[src/rtl/dm_req_responder_if.sv]
// Request/response bundle between the MEM stage (master) and the data-memory responder (slave).
// Both channels use valid/ready: a transfer happens on the rising edge where valid && ready.
interface dm_req_responder_if #(
    parameter int ADDR_W = 7,
    parameter int DATA_W = 32
);
    logic              req_valid;
    logic              req_ready;
    logic              req_write;
    logic [ADDR_W-1:0] req_addr;
    logic [DATA_W-1:0] req_wdata;
    logic              resp_valid;
    logic              resp_ready;
    logic [DATA_W-1:0] resp_rdata;
    logic              resp_err;

    modport master (
        output req_valid, req_write, req_addr, req_wdata, resp_ready,
        input  req_ready, resp_valid, resp_rdata, resp_err
    );

    modport slave (
        input  req_valid, req_write, req_addr, req_wdata, resp_ready,
        output req_ready, resp_valid, resp_rdata, resp_err
    );
endinterface

[src/rtl/dm_req_responder.sv]
// Multi-cycle handshaked word data memory: one outstanding load/store, fixed LATENCY to response.
// Words are stored big-endian, so the byte at a word-aligned address lives in bits [31:24].
module dm_req_responder #(
    parameter int ADDR_W  = 7,
    parameter int DATA_W  = 32,
    parameter int LATENCY = 2
) (
    input  logic                clk,
    input  logic                rst,
    dm_req_responder_if.slave   bus,
    output logic [1:0]          dbg_state
);
    localparam int         WORDS    = 2 ** (ADDR_W - 2);
    localparam logic [3:0] CNT_INIT = 4'(LATENCY - 1);

    typedef enum logic [1:0] {
        IDLE = 2'd0,
        WAIT = 2'd1,
        RESP = 2'd2
    } state_t;

    state_t              state, state_nxt;
    logic [3:0]          cnt, cnt_nxt;
    logic                accept;
    logic                misaligned;
    logic [ADDR_W-3:0]   word_idx;
    logic [DATA_W-1:0]   mem [WORDS];
    logic [DATA_W-1:0]   rdata_q;
    logic                err_q;

    assign misaligned = (bus.req_addr[1:0] != 2'b00);
    assign word_idx   = bus.req_addr[ADDR_W-1:2];

    always_ff @(posedge clk) begin
        if (rst) begin
            state <= IDLE;
            cnt   <= 4'd0;
        end else begin
            state <= state_nxt;
            cnt   <= cnt_nxt;
        end
    end

    // req_ready is held low while rst is asserted even though the state is already IDLE.
    always_comb begin
        state_nxt      = state;
        cnt_nxt        = cnt;
        accept         = 1'b0;
        bus.req_ready  = 1'b0;
        bus.resp_valid = 1'b0;
        case (state)
            IDLE: begin
                bus.req_ready = ~rst;
                accept        = bus.req_valid & ~rst;
                if (accept) begin
                    if (LATENCY == 1) begin
                        state_nxt = RESP;
                    end else begin
                        state_nxt = WAIT;
                        cnt_nxt   = CNT_INIT;
                    end
                end
            end
            WAIT: begin
                cnt_nxt = cnt - 4'd1;
                if (cnt == 4'd1) begin
                    state_nxt = RESP;
                    cnt_nxt   = 4'd0;
                end
            end
            RESP: begin
                bus.resp_valid = 1'b1;
                if (bus.resp_ready) state_nxt = IDLE;
            end
            default: state_nxt = IDLE;
        endcase
    end

    // Load data is captured at accept, so the response is immune to later memory changes.
    always_ff @(posedge clk) begin
        if (rst) begin
            for (int i = 0; i < WORDS; i++) mem[i] <= '0;
            rdata_q <= '0;
            err_q   <= 1'b0;
        end else if (accept) begin
            err_q <= misaligned;
            if (misaligned) begin
                rdata_q <= '0;
            end else if (bus.req_write) begin
                mem[word_idx] <= bus.req_wdata;
                rdata_q       <= '0;
            end else begin
                rdata_q <= mem[word_idx];
            end
        end else if (state == RESP && bus.resp_ready) begin
            rdata_q <= '0;
            err_q   <= 1'b0;
        end
    end

    assign bus.resp_rdata = rdata_q;
    assign bus.resp_err   = err_q;
    assign dbg_state      = state;
endmodule

[src/flat_wrapper.sv]
// flat-port wrapper written by rule: the top's interface ports become plain ports
module dm_req_responder_flat 
#(
    parameter int ADDR_W  = 7,
    parameter int DATA_W  = 32,
    parameter int LATENCY = 2
)
  (clk, rst, dbg_state, bus_req_valid, bus_req_write, bus_req_addr, bus_req_wdata, bus_resp_ready, bus_req_ready, bus_resp_valid, bus_resp_rdata, bus_resp_err);
  dm_req_responder_if #(.ADDR_W(ADDR_W), .DATA_W(DATA_W)) bus_i ();
  input  logic clk;
  input  logic rst;
  output logic [1:0] dbg_state;
  input wire logic [$bits(bus_i.req_valid)-1:0] bus_req_valid;
  input wire logic [$bits(bus_i.req_write)-1:0] bus_req_write;
  input wire logic [$bits(bus_i.req_addr)-1:0] bus_req_addr;
  input wire logic [$bits(bus_i.req_wdata)-1:0] bus_req_wdata;
  input wire logic [$bits(bus_i.resp_ready)-1:0] bus_resp_ready;
  output wire logic [$bits(bus_i.req_ready)-1:0] bus_req_ready;
  output wire logic [$bits(bus_i.resp_valid)-1:0] bus_resp_valid;
  output wire logic [$bits(bus_i.resp_rdata)-1:0] bus_resp_rdata;
  output wire logic [$bits(bus_i.resp_err)-1:0] bus_resp_err;
  assign bus_i.req_valid = bus_req_valid;
  assign bus_i.req_write = bus_req_write;
  assign bus_i.req_addr = bus_req_addr;
  assign bus_i.req_wdata = bus_req_wdata;
  assign bus_i.resp_ready = bus_resp_ready;
  assign bus_req_ready = bus_i.req_ready;
  assign bus_resp_valid = bus_i.resp_valid;
  assign bus_resp_rdata = bus_i.resp_rdata;
  assign bus_resp_err = bus_i.resp_err;
  dm_req_responder #(.ADDR_W(ADDR_W), .DATA_W(DATA_W), .LATENCY(LATENCY)) u_core (.clk(clk), .rst(rst), .bus(bus_i), .dbg_state(dbg_state));
endmodule
[config.mk]
export PLATFORM = sky130hd
export DESIGN_NAME = dm_req_responder_flat
export DESIGN_NICKNAME = d
export VERILOG_FILES = /design/src/rtl/dm_req_responder_if.sv /design/src/rtl/dm_req_responder.sv /design/src/flat_wrapper.sv
export SDC_FILE = /design/constraint.sdc
export NUM_CORES = 1
export LEC_CHECK = 0
export ABC_AREA = 0
export BUFFER_PORTS_ARGS = -buffer_cell sky130_fd_sc_hd__buf_2
export CAP_MARGIN = 25
export CORE_UTILIZATION = 60
export DETAILED_ROUTE_END_ITERATION = 10
export PLACE_DENSITY = 0.77
export SYNTH_ARGS = -nofsm -noshare
export SYNTH_HDL_FRONTEND = slang
export SYNTH_SLANG_ARGS = --single-unit
[constraint.sdc]
create_clock -name clk -period 3 [get_ports clk]
set_input_delay 0 -clock clk [delete_from_list [all_inputs] [get_ports clk]]
set_output_delay 0 -clock clk [all_outputs]
set_load 0.005 [all_outputs]
=== Yosys cells after proc, flatten, opt, wreduce, memory -nomap -nowiden ===
Memories as Yosys holds them, arrays and structs flattened.
Index checks and enable logic that the tools add are counted.
W data, S select, Z words.

* Bits in registers: 39
* Bits in writable memories: 1024
* Output and inout bits: 37
* Word-level logic and storage cells: 48
* Memories kept: 1

{| class="wikitable"
|+ Memory list
! name !! depth !! bits a word !! rd ports !! clocked after Yosys merged registers in !! write ports !! line !! RTL
|-
| u_core.mem || 32 || 32 || 1 || 0 || 32 || dm_req_responder.sv:27 || <nowiki>logic [DATA_W-1:0] mem [WORDS];</nowiki>
|}

* Add/sub/neg operators: 1
* Eq/ne operators: 6
* Mux-type cells: 26
* Bitwise gates (word level): 2
* Reductions and logical operators: 8

{| class="wikitable"
|+ Operators by type and width
! cell !! count
|-
| $mux W32 || 5
|-
| $reduce_or A32 Y1 || 1
|-
| $mux W1 || 13
|-
| $mux W4 || 2
|-
| $pmux W4 S2 || 1
|-
| $mux W2 || 3
|-
| $pmux W2 S3 || 1
|-
| $reduce_bool A2 Y1 || 3
|-
| $mux W5 || 1
|-
| $eq A4 B1 Y1 const B || 1
|-
| $ne A2 B1 Y1 const B || 2
|-
| $sub A4 B1 Y4 const B || 1
|-
| $reduce_and A3 Y1 || 1
|-
| $eq A2 B1 Y1 const B || 1
|-
| $eq A2 B2 Y1 const B || 1
|-
| $logic_not A2 Y1 || 1
|-
| $ne A2 B2 Y1 const B || 1
|-
| $reduce_and A2 Y1 || 1
|-
| $and A1 B1 Y1 || 1
|-
| $logic_and A1 B1 Y1 || 1
|-
| $not A1 Y1 || 1
|}

=== Longest topological paths before layout ===
* Depth after elaboration: 8
* Mapped depth: 8

=== Worst setup path before layout ===
No wires, ideal clock.

* Kind: register to register
* Start: reg u_core.state[1], in the netlist u_core.dbg_state[1]
* End: mem u_core.mem[11][0] (enable)
* Setup time: 0.375 ns
* Arrival: 2.169 ns
* Slack: 0.456 ns
* Stages on the path, launching flop included: 6
* Cells stage by stage: dfxtp_1 > or4b_4 > nor3_4 > nand4_1 > nor2_1 > or2_2

{| class="wikitable"
|+ RTL lines
! element !! line !! RTL
|-
| start: declaration || dm_req_responder.sv:22 || <nowiki>state_t state, state_nxt;</nowiki>
|-
| start signal: assignment || dm_req_responder.sv:39 || <nowiki>state <= state_nxt;</nowiki>
|-
| end: declaration || dm_req_responder.sv:27 ||
|}

==> qor.yml <==
sta:
  skew_ps: 21.80
  drv_slew: 0
  finalCritPeriodShare: 0.8836
  fin_tns_setup_ps: 0
  rsz0062_at_grt: "false"
  fmax_mhz: 377.3
  min_period_ps: 2651
  slew_headroom: 0.3966
  hold_slack_ps: 24.85
  setup_viol: 0
  tightest_slew_ps: 896.8
  finalWorstSetupSlack_ps: 349.3
  hold_viol_final: 0
setup_path:
  worstSetupStartpointType: "flip-flop"
  crit_type: "flip-flop to flip-flop"
  crit_family: "simple AND/OR/NAND/NOR gates"
  required_ps: 3350
  crit_path_start: "u_core.dbg_state[1]"
  r2r-start: "u_core.dbg_state[1]"
  worst-path-buf-inv: 2
  crit_chain: "or4b_4, nor3_4, nand4b_2, buf_4, nor2_2, or2_2, buf_12"
  crit_slowest_cell: "or4b_4"
  crit_path_max_fanout: 24
  cpPeakStageDelay_ps: 590
  end_kind: "flip-flop"
  worstPathArrival_ps: 3000
synthesis:
  netlist_instances: 3443
  synth_adder_area_share: 0.0005257
  syn_avg_cell_area_um2: 13.82
  muxShareOfSynthArea: 0.1077
  ys_types: 38
  yosysWarnings: 0
  synth_ff_type: "edfxtp_1"
  seq_area_frac_synth: 0.6624
  synth_compound_area_frac: 0.04090
  synthSimpleGateAreaFrac: 0.1622
  synth_top_family_by_area: "simple AND/OR/NAND/NOR gates"
  synth_edf_count: 1024
  ys_seq_elements: 1063
  netlist_area_um2: 47600
  synth_fp_nets: 3489
  synthXorXnorAreaFrac: 0
  synthArstFlopShare: 0
clocking:
  cts_buffer_depth: 3
  cts-root-buf: "clkbuf_16"
  cts.clk_slew.worst_paths_ps: 50
  cts_sinks: 1063
  post_cts_buffers: 0
  cts_buffers: 108
  h-tree-depth: 3
  clock_latency_ps: 670
  cts_tree: "done"
pwr:
  ir_worst_vdd_uv: 559.7
  p_total_mw: 31.65
  p_leak_nw: 20.92
  power.density_nw_per_um2: 593.6
grt:
  grt_max_degree: 51
  grt_first_pass_wirelength_um: 192700
  antenna_found_initial: 9
  gr-total-overflow: 0
  grt_usage: 0.3276
  grt_pass1_vias: 29940
routing:
  via_per_inst: 6.409
  vias: 29730
  drc_errors: 0
  ant_nets: 0
  drt-total-wl_um: 132300
  drtIter0Drc: 3775
  first_pass_iters: 6
  routedWlPerCell_um: 28.53
finish:
  nFillCells: 5236
  design_area_um2: 53320
  multi_input_area_um2: 14950
  area_delta_synth_final_pct: 12.03
  nNetsFinal: 3547
  seq_area_um2: 31530
  utilization: 0.6838
  drive_gt1_frac: 0.1487
  stdcell_count: 4639
hold_path:
  hold_path.startpoint: "bus_req_wdata[0]"
  hp-class: "primary input to flip-flop"
job:
  drv_cap: 0
placement:
  dp_hpwl_um: 81620
  dp.cells: 4422
  pre_cts_slack_ps: 211.6
  placed_cell_area_um2: 49920
  port_buffers: 80
  gp_congestion: 0.8931
die:
  rows: 102
  core-area_um2: 77980
  die-height_um: 283.7
  start_util: 0.6104
  dieArea_um2: 80460
  io_pins: 81
  dieWidth_um: 283.7
outcome:
  status: "completed"
==> power breakdown <==
part / internal (mW) / switching [mW]
clock: 7.18 / 5.54
combinational: 0.640 / 1.42
sequential: 16.7 / 0.162
==> registers in the layout, indices dropped and copies added, names as in the netlist <==
register               cells
u_core.dbg_state           2
u_core.mem              1024
u_core.cnt                 4
u_core.bus.resp_rdata     32
u_core.bus.resp_err        1
==> final timing paths <==
| check | slack, ps | depth (start not counted) | to |
|---|---|---|---|
| setup / recovery | 350 | 7 | u_core.mem[17][25] |
| hold reg to reg | 470 | 1 | u_core.bus.resp_rdata[1] |
| hold / removal | 20 | 2 | u_core.mem[9][0] |
| setup reg to reg | 350 | 7 | u_core.mem[17][25] |
==> per-layer routing <==
layer  wire [um]  track usage
met5           8            0
met4        5346       0.1330
met3       14220      0.06777
met2       62810       0.5273
met1       49940       0.4375
==> worst reg2reg max path, delay by kind of cell, from the launching register on <==
family	cells	cell delay (ps)
AND/OR/NAND/NOR	5	1490
buffers and inverters	2	470
flip-flops	1	370
==> cells in the final DEF, fill, tap and decap left out, drive strengths merged, types with 6 or more instances in the layout <==
cell,count
and2,1025
edfxtp,1024
mux2i,512
buf,268
o22ai,256
clkbuf,149
nor4,64
clkinv,44
dfxtp,39
nand2,36
nor2,35
or2,32
a22o,32
diode,8
dlygate4sd3,7
nand4bb,7
nor3,7
nand4b,6
==> cells in the mapped netlist (3+ instances only) <==
cell       number  area (um^2)
and2_1        989         6187
inv_1           3        11.26
buf_2           8        40.04
buf_1           8        30.03
nand4b_1        4        35.03
nor3b_1         3        22.52
dfxtp_1        39        780.8
a21oi_1         5        25.02
a22o_1         32        280.3
nor4_1         64        400.4
nand3b_1        4        30.03
clkbuf_1      311         1167
nand2_1        36        135.1
o22ai_1       256         1602
and2_2         36        270.3
o21ai_0         5        25.02
or2_2          32        200.2
or4b_2          4        40.04
nor3_2          4        40.04
mux2i_1       512         5125
nand4bb_1       7        78.83
edfxtp_1     1024        30750
nor2_1         35        131.4
==> timing repair <==
item | in CTS | in global routing
hold buffers | 7 | 0
hold endpoints to repair | 28 | 0
gates resized for setup | 0 | 0
==> cell type report <==
type,count,area share
Inverter,3,0.0002112
Tap cell,1040,0.02440
Antenna cell,8,0.0003754
Multi-Input combinational cell,2050,0.2804
Clock inverter,51,0.005913
Sequential cell,1063,0.5913
Clock buffer,149,0.05608
Timing Repair Buffer,275,0.04125
==> logic make-up (layout without fill, tap and decap cells) <==
logic type	Yosys count	after routing
adders and majority gates	2	2
buffers and inverters	330	478
other	0	8
muxes	512	512
AOI/OAI and AO/OA	300	300
DFF	1063	1063
and+or+nand+nor	1236	1236
Power figures use the tool's default switching activity.
